<file path="src/rtl/prefix_addsub_pipe_pkg.sv">
// prefix_addsub_pipe_pkg: shared gp pair type, clog2 helper and default prefix depth for the add/sub pipeline
package prefix_addsub_pipe_pkg;
  typedef struct packed {
    logic g;
    logic p;
  } gp_t;
  function automatic int clog2(input int n);
    int r;
    r = 0;
    while ((1 << r) < n) r++;
    return r;
  endfunction
  localparam int LEVELS = clog2(16);
endpackage

</file>
<file path="src/rtl/prefix_addsub_pipe_prefix_level.sv">
// prefix_level: one Kogge-Stone level, gp_in -> gp_out combining each position with the one DIST below
module prefix_level
  import prefix_addsub_pipe_pkg::*;
#(
  parameter int WIDTH = 16,
  parameter int DIST = 1
) (
  input  gp_t [WIDTH-1:0] gp_in,
  output gp_t [WIDTH-1:0] gp_out
);
  for (genvar i = 0; i < WIDTH; i++) begin : g_b
    if (i < DIST) begin : g_pass
      assign gp_out[i] = gp_in[i];
    end else begin : g_op
      assign gp_out[i] = {gp_in[i].g | gp_in[i].p & gp_in[i-DIST].g, gp_in[i].p & gp_in[i-DIST].p};
    end
  end
endmodule

</file>
<file path="src/rtl/prefix_addsub_pipe.sv">
// prefix_addsub_pipe: pipelined Kogge-Stone add/sub; in: valid/ready,a,b,cin,sub,tag; out: valid/ready,sum{cout,s},ovf,zero,tag
module prefix_addsub_pipe
  import prefix_addsub_pipe_pkg::*;
#(
  parameter int WIDTH = 16,
  parameter int PIPE = 1,
  parameter int TAG_W = 4
) (
  input  logic             clk,
  input  logic             rst,
  input  logic             in_valid,
  output logic             in_ready,
  input  logic [WIDTH-1:0] in_a,
  input  logic [WIDTH-1:0] in_b,
  input  logic             in_cin,
  input  logic             in_sub,
  input  logic [TAG_W-1:0] in_tag,
  output logic             out_valid,
  input  logic             out_ready,
  output logic [WIDTH:0]   out_sum,
  output logic             out_ovf,
  output logic             out_zero,
  output logic [TAG_W-1:0] out_tag
);
  localparam int LV = clog2(WIDTH);
  logic stall, v0, c_r, fv, fm, cout;
  logic [WIDTH-1:0] a_r, b_r, px, fp, cy, s, unused_p;
  logic [TAG_W-1:0] t0, ft;
  gp_t [WIDTH-1:0] gp0, pf;
  assign stall = out_valid & ~out_ready;
  assign in_ready = ~stall;
  always_ff @(posedge clk)
    if (rst) v0 <= 1'b0;
    else if (!stall) begin
      v0 <= in_valid;
      a_r <= in_a;
      b_r <= in_sub ? ~in_b : in_b;
      c_r <= in_sub ^ in_cin;
      t0 <= in_tag;
    end
  assign px = a_r ^ b_r;
  always_comb begin
    gp0[0] = {c_r, 1'b0};
    for (int i = 1; i < WIDTH; i++) gp0[i] = {a_r[i-1] & b_r[i-1], px[i-1]};
  end
  for (genvar k = 0; k < LV; k++) begin : g_lv
    gp_t [WIDTH-1:0] gi, gc, go;
    logic [WIDTH-1:0] pi, po;
    logic mi, mo, vi, vo;
    logic [TAG_W-1:0] ti, tq;
    if (k == 0) begin : g_first
      assign {vi, gi, pi, mi, ti} = {v0, gp0, px, a_r[WIDTH-1] & b_r[WIDTH-1], t0};
    end else begin : g_next
      assign {vi, gi, pi, mi, ti} = {g_lv[k-1].vo, g_lv[k-1].go, g_lv[k-1].po, g_lv[k-1].mo, g_lv[k-1].tq};
    end
    prefix_level #(.WIDTH(WIDTH), .DIST(1 << k)) u_lvl (.gp_in(gi), .gp_out(gc));
    if (PIPE != 0 || k == LV - 1) begin : g_reg
      always_ff @(posedge clk)
        if (rst) vo <= 1'b0;
        else if (!stall) begin
          vo <= vi;
          go <= gc;
          po <= pi;
          mo <= mi;
          tq <= ti;
        end
    end else begin : g_comb
      assign {vo, go, po, mo, tq} = {vi, gc, pi, mi, ti};
    end
  end
  assign {fv, pf, fp, fm, ft} = {g_lv[LV-1].vo, g_lv[LV-1].go, g_lv[LV-1].po, g_lv[LV-1].mo, g_lv[LV-1].tq};
  always_comb
    for (int i = 0; i < WIDTH; i++) {cy[i], unused_p[i]} = pf[i];
  assign s = fp ^ cy;
  assign cout = fm | fp[WIDTH-1] & cy[WIDTH-1];
  always_ff @(posedge clk)
    if (rst) begin
      out_valid <= 1'b0;
      out_sum <= '0;
      out_ovf <= 1'b0;
      out_zero <= 1'b0;
      out_tag <= '0;
    end else if (!stall) begin
      out_valid <= fv;
      if (fv) begin
        out_sum <= {cout, s};
        out_ovf <= cout ^ cy[WIDTH-1];
        out_zero <= ~|s;
        out_tag <= ft;
      end
    end
endmodule
</file>
<file path="config.mk">
export PLATFORM = sky130hd
export DESIGN_NAME = prefix_addsub_pipe
export DESIGN_NICKNAME = d
export VERILOG_FILES = /design/src/rtl/prefix_addsub_pipe_pkg.sv /design/src/rtl/prefix_addsub_pipe_prefix_level.sv /design/src/rtl/prefix_addsub_pipe.sv
export SDC_FILE = /design/constraint.sdc
export NUM_CORES = 1
export LEC_CHECK = 0
export ABC_AREA = 1
export CAP_MARGIN = 10
export CORE_ASPECT_RATIO = 0.9
export CORE_UTILIZATION = 30
export CTS_CLUSTER_DIAMETER = 30
export DETAILED_ROUTE_END_ITERATION = 16
export DONT_BUFFER_PORTS = 1
export PLACE_DENSITY = 0.53
export SYNTH_ARGS = -nofsm -noshare
export SYNTH_HDL_FRONTEND = slang
export SYNTH_HIERARCHICAL = 1
export SYNTH_SLANG_ARGS = --single-unit
</file>
<file path="constraint.sdc">
create_clock -name clk -period 20 [get_ports clk]
set_input_delay 3 -clock clk [delete_from_list [all_inputs] [get_ports clk]]
set_output_delay 3 -clock clk [all_outputs]
set_load 0.01 [all_outputs]
</file>
* Word-level counts from Yosys, hierarchy flattened
Cells that the tools add are included.
** Storage, ports and cells
- Bits in registers :: 248
- Bits of input ports :: 42
- Output and inout bits :: 25
- Logic and storage cells :: 288
** Operators by class
- Multiplexer cells :: 1
- Bitwise operators :: 159
- Reductions and logical operators :: 4
** Operators with widths (count)
- $and A1 B1 Y1 :: 101
- $or A1 B1 Y1 :: 50
- $xor A16 B16 Y16 :: 2
- $mux W16 :: 1
- $not A16 Y16 :: 1
- $reduce_or A16 Y1 :: 1
- $reduce_and A2 Y1 :: 2
- $not A1 Y1 :: 3
- $xor A1 B1 Y1 :: 2
- $logic_not A1 Y1 :: 1

* Depth between registers and ports, before layout
- Word-level depth :: 4
- Gate-level depth with buffers :: 8

* By module
The synthesis kept the hierarchy.
** Modules (own cells, without submodules)
- prefix_addsub_pipe :: times used 1, cells an instance 437, area each 8630.8 µm², seq. area each 7577.3 µm²
- prefix_level (g_lv[0].u_lvl) :: times used 1, cells an instance 77, area each 296.5 µm², seq. area each 0.0 µm²
- prefix_level (g_lv[1].u_lvl) :: times used 1, cells an instance 74, area each 292.8 µm², seq. area each 0.0 µm²
- prefix_level (g_lv[2].u_lvl) :: times used 1, cells an instance 68, area each 285.3 µm², seq. area each 0.0 µm²
- prefix_level (g_lv[3].u_lvl) :: times used 1, cells an instance 56, area each 270.3 µm², seq. area each 0.0 µm²

* Least setup slack after synthesis
No wires, ideal clock.
- Path type :: in2reg
- Start point :: input port out_ready
- End point :: register a_r[0], enable pin
- Arrival time :: 12.901 ns
- Data required time :: 19.169 ns
- Setup slack :: 6.268 ns
- Cell stages on the path :: 4
- Buffers on the path :: 0
- Cells stage by stage :: inv_2 -> nand2_4 -> inv_1 -> nor2_1
** On the way
- Word-level cells in the longest chain between the ends :: 4
** RTL lines
- from (decl) :: RTL line prefix_addsub_pipe.sv:19 : input logic out_ready,
- $not A1 Y1 :: RTL line prefix_addsub_pipe.sv:30 : assign stall = out_valid & ~out_ready;
- $and A1 B1 Y1 :: RTL line prefix_addsub_pipe.sv:30
- $not A1 Y1 (no source line)
- net in_ready :: RTL line prefix_addsub_pipe.sv:12 : output logic in_ready,
- $reduce_and A2 Y1 (no source line)
- to (signal assigned) :: RTL line prefix_addsub_pipe.sv:36 : a_r <= in_a;
- to (decl) :: RTL line prefix_addsub_pipe.sv:27 : logic [WIDTH-1:0] a_r, b_r, px, fp, cy, s, unused_p;
The timed path passes the listed nets, and every way through them passes these cells.
A chain may end at the register's enable or synchronous reset.

* Final worst setup path
- Start point :: input port out_ready
- End point :: output port in_ready
** On the way
- Word-level cells in the longest chain between the ends :: 3
** RTL lines (RTL line)
- $not A1 Y1 :: prefix_addsub_pipe.sv:30
- $and A1 B1 Y1 :: prefix_addsub_pipe.sv:30
- $not A1 Y1 (no source line)
- to (decl) :: prefix_addsub_pipe.sv:12
Every way passes these cells.

==> out/metrics.csv <==
stage,metric,value,unit
placement,dpl ws,13.87,ns
critical_path,R2R Path End,b_r[11],
global_route,total global routing overflow,0,
cells_and_area,Ant. Diodes,0,
clocking,H-tree Lvls,2,
drt,initial DRC count,247,
pwr,VDD IR-drop max,70.89,uV
drt,1st-pass router iterations,5,
logic_synthesis,Avg Inst Size Synth,14.00,sq um
sta,crit share post-route,0.3064,
sta,worst setup margin,13.87,ns
clocking,CTS Sinks,248,
sta,Setup TNS Final,0,ns
critical_path,CP Class,in2out,
pwr,power per cell area,125.2,nW/um^2
logic_synthesis,Post-Synthesis Cells,652,
cells_and_area,Final nets,733,
floorplanning,Die W,185.9,um
status,status,"complete, no violations",
placement,Post-DP Area,9488,sq um
critical_path,Critical Path Fanout Max,8,
sta,final setup fails,0,
critical_path,worst path bufs/invs,1,
placement,placed cell count,1033,
worst_hold_path,WHS Endpoint,g_lv[2].po[12],
logic_synthesis,Syn Nets,711,
floorplanning,I/O pins,67,
critical_path,critical path endpoint category,primary output,
logic_synthesis,YS warnings,6,
sta,min cycle time layout,6.129,ns
worst_hold_path,Hold Path Class,reg2reg,
drt,Routed wire per std cell,12.42,um
drt,Final ANT Viol Nets,0,
clocking,CTS resizes,0,
sta,fmax,163.2,MHz
floorplanning,# rows,60,
critical_path,FF-to-FF path depth,4,
floorplanning,Initial Util,0.3054,
floorplanning,Die Ht,167.5,um
critical_path,Critical Path RT,17.00,ns
critical_path,CP cell instances,inv_2 -> nand2_4,
placement,detailed-placement wirelength estimate,8532,um
sta,"Hold Violations, Final",0,
critical_path,WP data arrival,3.13,ns
clocking,CTS tree,done,
cells_and_area,Layout area overhead,18.92,%
drt,routed vias,4333,
global_route,first-pass GRT wire length,21870,um
clocking,cts hold-fix bufs,0,
clocking,Clock Latency Late Sink,0.51,ns
logic_synthesis,Post-Syn Area,9126,sq um
cells_and_area,share of cells above drive strength 1,0.09760,
critical_path,R2R Setup Slk,17.58,ns
run,Max-Cap Viols,0,
clocking,Num CTS Buffers,42,
critical_path,crit-path leading delay family,simple AND/OR/NAND/NOR gates,
critical_path,crit-path max cell delay,0.08,ns
placement,gpl congestion,0.6859,
critical_path,CP Launch Type,input port,
floorplanning,DIE AREA,31120,sq um
critical_path,worst reg2reg startpoint,out_valid,
placement,Port Buffers,0,
sta,hold slack,0.4009,ns
critical_path,critical path's slowest cell,nand2_4,
clocking,Post CTS Setup Buffer Count,0,
drt,final wirelength,13790,um
global_route,number of global-route vias before repair,4262,
floorplanning,core area,29880,sq um
worst_hold_path,cell depth of the worst hold path,0,
cells_and_area,Final Instance Area,10850,sq um
cells_and_area,Final Instance Count excl. Fillers,1110,
global_route,largest net degree at the start of global routing,208,
clocking,clock slew at the register clock pins of the worst setup and hold paths,0.05,ns
sta,Final Slew Violations,0,
clocking,CTS max path bufs,3,
sta,Slew HR,0.1824,
pwr,Lkg Pwr,4.410,nW
drt,Avg Vias per Cell,3.904,
sta,RSZ-0062 raised after global routing,no,
global_route,gr usage total,0.09032,
sta,actual slew at the worst max-slew pin,1.226,ns
global_route,initial antenna violation count,0,
sta,Fin Clk Skew,0.02273,ns
clocking,CTS root buf,clkbuf_16,
drt,Post-route DRC,0,
worst_hold_path,HP Start,g_lv[1].po[12],
-- layer usage --
layer  global-route usage  vias to the layer above  part of all wire
li1                     -                     2217                 -
met1               0.1223                     1985              0.48
met2               0.1303                      105              0.43
met3              0.03262                       26             0.074
met4              0.03706                        0             0.018
met5                    0                        -                 0
-- placed cells by master, fill, tap and decap left out, drive strengths merged --
master and n:
edfxtp 219, nand2 161, inv 108, clkbuf 52
dfxtp 29, o21ai 27, nor2 26, xor2 18
ha 17, a21oi 14, clkinv 13, xnor2 8
a31oi 6, bufinv 4, nand3 2, clkinvlp 2
buf 1
-- state kept, by name (all words and copies together) (netlist names), 3 cells and up --
register,flops
out_sum,17
g_lv.mo,3
g_lv.tq,12
g_lv.ti,4
b_r,16
fp,16
out_tag,4
g_lv.vo,3
ft,4
a_r,16
cy,16
g_lv.go,82
g_lv.po,48
-- power by group --
group          internal, mW  switching [mW]  total [mW]  leakage, nW
sequential            0.612          0.0159       0.628         2.39
clock                 0.447           0.236       0.683        0.660
combinational        0.0159          0.0323      0.0482         1.36
-- metrics by stage --
| step | power [mW] | utilization |
|---|---|---|
| 2_1_floorplan | 0.6782 | - |
| 3_3_place_gp | 0.6861 | 0.3175 |
| 3_5_place_dp | 0.6878 | 0.3175 |
| 4_1_cts | 1.379 | 0.3632 |
| 5_1_grt | 1.416 | 0.3632 |
| 6_report | 1.359 | 0.3632 |
-- area by class of cell --
type	instances	area (sq um)
Sequential cell	248	7157
Clock buffer	52	1110
Tap cell	403	504.2
Timing Repair Buffer	1	20.02
Fill cell	2922	19030
Clock inverter	25	255.2
Inverter	102	382.9
Multi-Input combinational cell	279	1424
-- worst max-delay path by stage --
stage / startpoint / to / slack (ns) / depth (start not counted)
final: out_ready / in_ready / 13.87 / 2
after CTS: out_ready / in_ready / 13.87 / 2
after global routing: out_ready / in_ready / 13.86 / 2
after floorplan: out_ready / a_r[0] / 6.87 / 4
after global placement: out_ready / in_ready / 13.87 / 2
after detailed placement: out_ready / in_ready / 13.87 / 2
Power figures use the tool's default switching activity.
==> RTL change 1: new RTL, same settings <==
`PIPE`: 1 -> 0.
--- a/src/rtl/prefix_addsub_pipe.sv
+++ b/src/rtl/prefix_addsub_pipe.sv
@@ -4,5 +4,5 @@
 #(
   parameter int WIDTH = 16,
-  parameter int PIPE = 1,
+  parameter int PIPE = 0,
   parameter int TAG_W = 4
 ) (
Formal check against the unedited RTL: not equivalent (Yosys sat finds a counterexample within 4 cycles, from zero or initial values and one cycle with rst high).
==> RTL change 1 against the unedited design <==
- worst setup slack better by 0.012 ns
- clock power decreased by 75%
- sequential cell count fell by 148
- total power fell by 65%
- final area down 53%
- synthesized area decreased by 49%
- synthesized cell count is 25% lower
- sequential power is 60% lower
- wire length decreased by 41%
- critical path type unchanged
- critical endpoint unchanged
- highest routed layer unchanged
==> RTL change 1: results (changes against the unedited design) <==
Layout
  – Nets@finish: 539 (-26%)
  – Most flop-heavy register: out_sum
  – Number of antenna cells inserted: 0 (unchanged)
  – Number of filler cells placed in the layout: 1548 (-47%)
  – Largest register FFs: 17 (-79%)
  – Share of post-route cells with drive strength above 1: 4.74% (-5.0 points)

Clock tree
  – Post-CTS Setup Bufs: 0 (unchanged)
  – Skew-Pair Late Insertion Delay: 0.35 ns (-0.16 ns)
  – Clock tree buffer depth: 2 (-1)
  – Number of buffers added by the clock tree synthesis step: 9 (-79%)
  – Clock edge transition at the registers on the reported setup and hold paths: 0.08 ns (+0.03 ns)
  – Post-CTS sizing: 0 (unchanged)
  – Clock Tree Root: sky130_fd_sc_hd__clkbuf_16
  – Max H-tree Level: 3 (+1)

Worst setup path
  – Slack of the worst reg-to-reg path: 18.21 ns (+0.63 ns)
  – Critical Path Slowest Stage Cell: sky130_fd_sc_hd__nand2_4
  – Arrival time of the worst setup path: 3.12 ns (about the same)
  – Family of cells with the greatest summed delay on the critical path: simple AND/OR/NAND/NOR gates
  – Reg-to-reg startpoint: out_valid
  – Slowest Stage Delay on Critical Path: 0.07 ns
  – CP Launch Point: out_ready
  – Critical path peak fanout: 5 (-3)

Drt
  – Avg Vias per Cell: 4.09 (+4.7%)
  – Iter 0 DRT Violations: 160 (-35%)
  – Number of search-and-repair iterations in the first detailed-routing pass: 4 (-1)
  – Routed length per instance: 11.8 um (-4.6%)

Timing
  – Clock Skew: 0.0106 ns (-0.0121 ns)
  – Ratio of final minimum period to clock period: 30.6% (-0.059 points)
  – Slew headroom: 37.4% (+19 points)

Yosys
  – Post-synth net total: 550 (-23%)
  – Count of synthesis-stage warnings from yosys: 6 (unchanged)

Status
  – Status: completed

Placed design
  – Setup Slack @ Placement: 13.88 ns (+0.0117 ns)
  – Buffers on Ports: 0 (unchanged)
  – Post-place instance area: 0.00476 mm2 (-50%)
  – Half-perimeter wire length after detailed placement: 5.94 mm (-30%)
  – Weighted congestion at the end of routability-driven global placement: 0.798 (+16%)

Pwr
  – Worst IR drop on VDD: 41.4 uV (-42%)
  – LEAKAGE: 2.40 nW (-46%)

Worst hold path
  – Worst Min Path Start: g_lv[0].ti[1]
  – Worst hold path class: flop to flop

Run
  – Max Cap Viol: 0 (unchanged)

Global route
  – First-pass GRT wire length: 13.8 mm (-37%)
  – Antenna violations before repair: 0 (unchanged)
  – Largest net degree at the start of global routing: 75 (-64%)
  – Via count of the first global-routing pass: 2862 (-33%)
  – GR Util All Layers: 11.3% (+2.3 points)
==> RTL change 1: stage by stage <==
| step | total power (W) | util, % | hold WS [ns] | std cells |
|---|---|---|---|---|
| finish | 0.000477 | 33.8 | 0.422 | 683 |
| global route | 0.000506 | 33.8 | 0.427 | 683 |
| CTS | 0.000485 | 33.8 | 0.421 | 683 |
| detailed placement | 0.000315 | 31.8 | 0.405 | 667 |
| global placement | 0.000314 | 31.8 | 0.404 | 667 |
| floorplan | 0.000306 | - | 0.400 | 491 |
==> RTL change 1: area by class of cell <==
cell class                 instances  share of cell area (%)
timing repair buffer               1                   0.149
clock buffer                       9                    4.46
multi-input combinational        272                    27.8
clock inverter                     7                    1.29
inverter                          96                    7.18
tap                              198                    4.90
sequential                       100                    54.3
==> RTL change 1: power by group <==
group / total (W) / leakage [nW] / switching [W] / internal [W]
Sequential: 0.000253 / 0.937 / 0.00000902 / 0.000244
Clock: 0.000168 / 0.146 / 0.0000807 / 0.0000875
Combinational: 0.0000562 / 1.32 / 0.0000371 / 0.0000192
==> RTL change 1: worst paths after layout <==
| path | cells past startpoint | to |
|---|---|---|
| max | 2 | in_ready |
| min reg2reg | 0 | ft[1] |
| min | 0 | ft[1] |
| max reg2reg | 4 | a_r[7] |
==> RTL change 1: per-layer routing <==
layer / up-vias / GRT usage (%) / wire (um)
met5: - / 0 / 0
met4: 0 / 4.33 / 64
met3: 4 / 4.40 / 556
met2: 68 / 17.0 / 3520
met1: 1239 / 14.6 / 3950
li1: 1481 / - / -
==> RTL change 2: new RTL, same settings <==
Made on the original files. Put one more register stage on the output `out_ovf`, cleared by the reset. The value now appears one clock later. The other outputs are not delayed to match.
--- a/src/rtl/prefix_addsub_pipe.sv
+++ b/src/rtl/prefix_addsub_pipe.sv
@@ -24,4 +24,6 @@
 );
   localparam int LV = clog2(WIDTH);
+
+  logic out_ovf_s0;
   logic stall, v0, c_r, fv, fm, cout;
   logic [WIDTH-1:0] a_r, b_r, px, fp, cy, s, unused_p;
@@ -78,5 +80,5 @@
       out_valid <= 1'b0;
       out_sum <= '0;
-      out_ovf <= 1'b0;
+      out_ovf_s0 <= 1'b0;
       out_zero <= 1'b0;
       out_tag <= '0;
@@ -85,8 +87,16 @@
       if (fv) begin
         out_sum <= {cout, s};
-        out_ovf <= cout ^ cy[WIDTH-1];
+        out_ovf_s0 <= cout ^ cy[WIDTH-1];
         out_zero <= ~|s;
         out_tag <= ft;
       end
     end
+  always_ff @(posedge clk) begin
+    if (rst) begin
+      out_ovf <= '0;
+    end else begin
+      out_ovf <= out_ovf_s0;
+    end
+  end
+
 endmodule
Function: changed (a bounded check fails within 10 cycles, from zero or initial values and one cycle with rst high).
==> RTL change 2 against the unedited design <==
- synthesized area is 0.33% higher
- sequential cell count rose by 1
- clock skew increased by 0.00074 ns
- total power increased by 15%
- final area rose by 4.5%
- count of clock-buffer cells in the layout rose by 5
- clock power is 29% higher
- worst setup slack got worse by 0.050 ns
- wire length is 0.12% higher
- critical path type unchanged
==> RTL change 2: results (changes against the unedited design) <==
Placed design
  – Buffers on Ports: 0 (unchanged)
  – Weighted congestion at the end of routability-driven global placement: 0.669 (-2.4%)
  – Half-perimeter wire length after detailed placement: 8.40 mm (-1.6%)
  – Post-place instance area: 0.00951 mm2 (+0.28%)

Drt
  – Routed length on met2: 6.00 mm (+0.82%)
  – Avg Vias per Cell: 3.79 (-3.0%)
  – M1 WL: 6.33 mm (-3.6%)
  – Routed length per instance: 12.2 um (-1.4%)
  – Amount of wire on met3 after detailed routing: 1.06 mm (+4.2%)
  – Top layer reached by signal wires: met4
  – Iter 0 DRT Violations: 300 (+21%)
  – Number of search-and-repair iterations in the first detailed-routing pass: 4 (-1)

Timing
  – Worst hold-check slack: 0.392 ns (-0.00864 ns)
  – Setup Viol. Count Final: 0 (unchanged)
  – Clock Skew: 0.0235 ns (+0.000743 ns)
  – Actual slew at the worst max-slew pin: 1.20 ns (-0.0215 ns)
  – Fin. max-slew vios: 0 (unchanged)

Global route
  – First-pass GRT wire length: 22.2 mm (+1.5%)
  – Via count of the first global-routing pass: 4435 (+4.1%)
  – Largest net degree at the start of global routing: 220 (+5.8%)
  – GR Util All Layers: 9.20% (+0.17 points)
  – Antenna violations before repair: 0 (unchanged)

Worst hold path
  – Worst hold path class: flop to flop

Pwr
  – Switching power share of the total: 20.2% (-0.67 points)
  – Worst IR drop on VDD: 64.9 uV (-8.4%)
  – LEAKAGE: 4.59 nW (+4.1%)

Yosys
  – Count of synthesis-stage warnings from yosys: 6 (unchanged)
  – Post-synth net total: 710 (-0.14%)

Layout
  – Largest registers: g_lv.go: 82 flops, g_lv.po: 48 flops, out_sum: 17 flops
  – Share of post-route cells with drive strength above 1: 13.0% (+3.2 points)
  – Number of antenna cells inserted: 0 (unchanged)
  – Number of filler cells placed in the layout: 2825 (-3.3%)
  – Nets@finish: 742 (+1.2%)
  – Area of the multi-input gates: 0.00145 mm2 (+1.6%)

Clock tree
  – Post-CTS Setup Bufs: 0 (unchanged)
  – Skew-Pair Late Insertion Delay: 0.53 ns (+0.02 ns)
  – Clock edge transition at the registers on the reported setup and hold paths: 0.05 ns (about the same)
  – Max H-tree Level: 2 (unchanged)
  – Post-CTS sizing: 0 (unchanged)
  – Number of buffers added by the clock tree synthesis step: 52 (+24%)
  – Clock Tree Root: sky130_fd_sc_hd__clkbuf_16
  – Clock tree buffer depth: 3 (unchanged)

Worst setup path
  – Family of cells with the greatest summed delay on the critical path: simple AND/OR/NAND/NOR gates
  – Critical Path Slowest Stage Cell: sky130_fd_sc_hd__nand2_4
  – Slowest Stage Delay on Critical Path: 0.11 ns (+0.03 ns)
  – Arrival time of the worst setup path: 3.18 ns (+0.05 ns)
  – Critical path peak fanout: 9 (+1)
  – Slack of the worst reg-to-reg path: 17.84 ns (+0.26 ns)

Status
  – Status: completed
[RTL change 2: power groups by stage]
| stage | Clock [W] | Combinational (W) | Sequential [W] |
|---|---|---|---|
| 6_report | 0.000881 | 0.0000471 | 0.000629 |
| 5_1_grt | 0.000925 | 0.0000557 | 0.000633 |
| 4_1_cts | 0.000899 | 0.0000486 | 0.000630 |
| 3_5_place_dp | 0 | 0.0000483 | 0.000639 |
| 3_3_place_gp | 0 | 0.0000479 | 0.000639 |
| 2_1_floorplan | 0 | 0.0000398 | 0.000640 |
[RTL change 2: area by class of cell]
class	instances	share of cell area, %
flip-flops and latches	249	63.3
multi-input cells	282	12.7
clock buffers	57	11.8
well taps	403	4.44
clock inverters	38	4.31
inverters	97	3.23
repair buffers	1	0.176
[RTL change 2: stage by stage]
step / instances / worst slack [ns]
finish: 1127 / 13.82
detailed placement: 1032 / 13.82
global route: 1127 / 13.79
global placement: 1032 / 13.82
floorplan: 651 / 6.84
CTS: 1127 / 13.82
[RTL change 2: final timing paths]
kind / start / to / depth (start not counted)
setup / recovery: out_ready / in_ready / 2
hold / removal: g_lv[2].po[11] / fp[11] / 0
setup reg to reg: out_valid / a_r[14] / 4
hold reg to reg: g_lv[2].po[11] / fp[11] / 0
[RTL change 2: routing by layer]
layer,vias to the layer above,global-route usage (%)
met5,-,0
met4,0,5.24
met3,34,3.41
met2,108,13.5
met1,1891,11.6
li1,2233,-
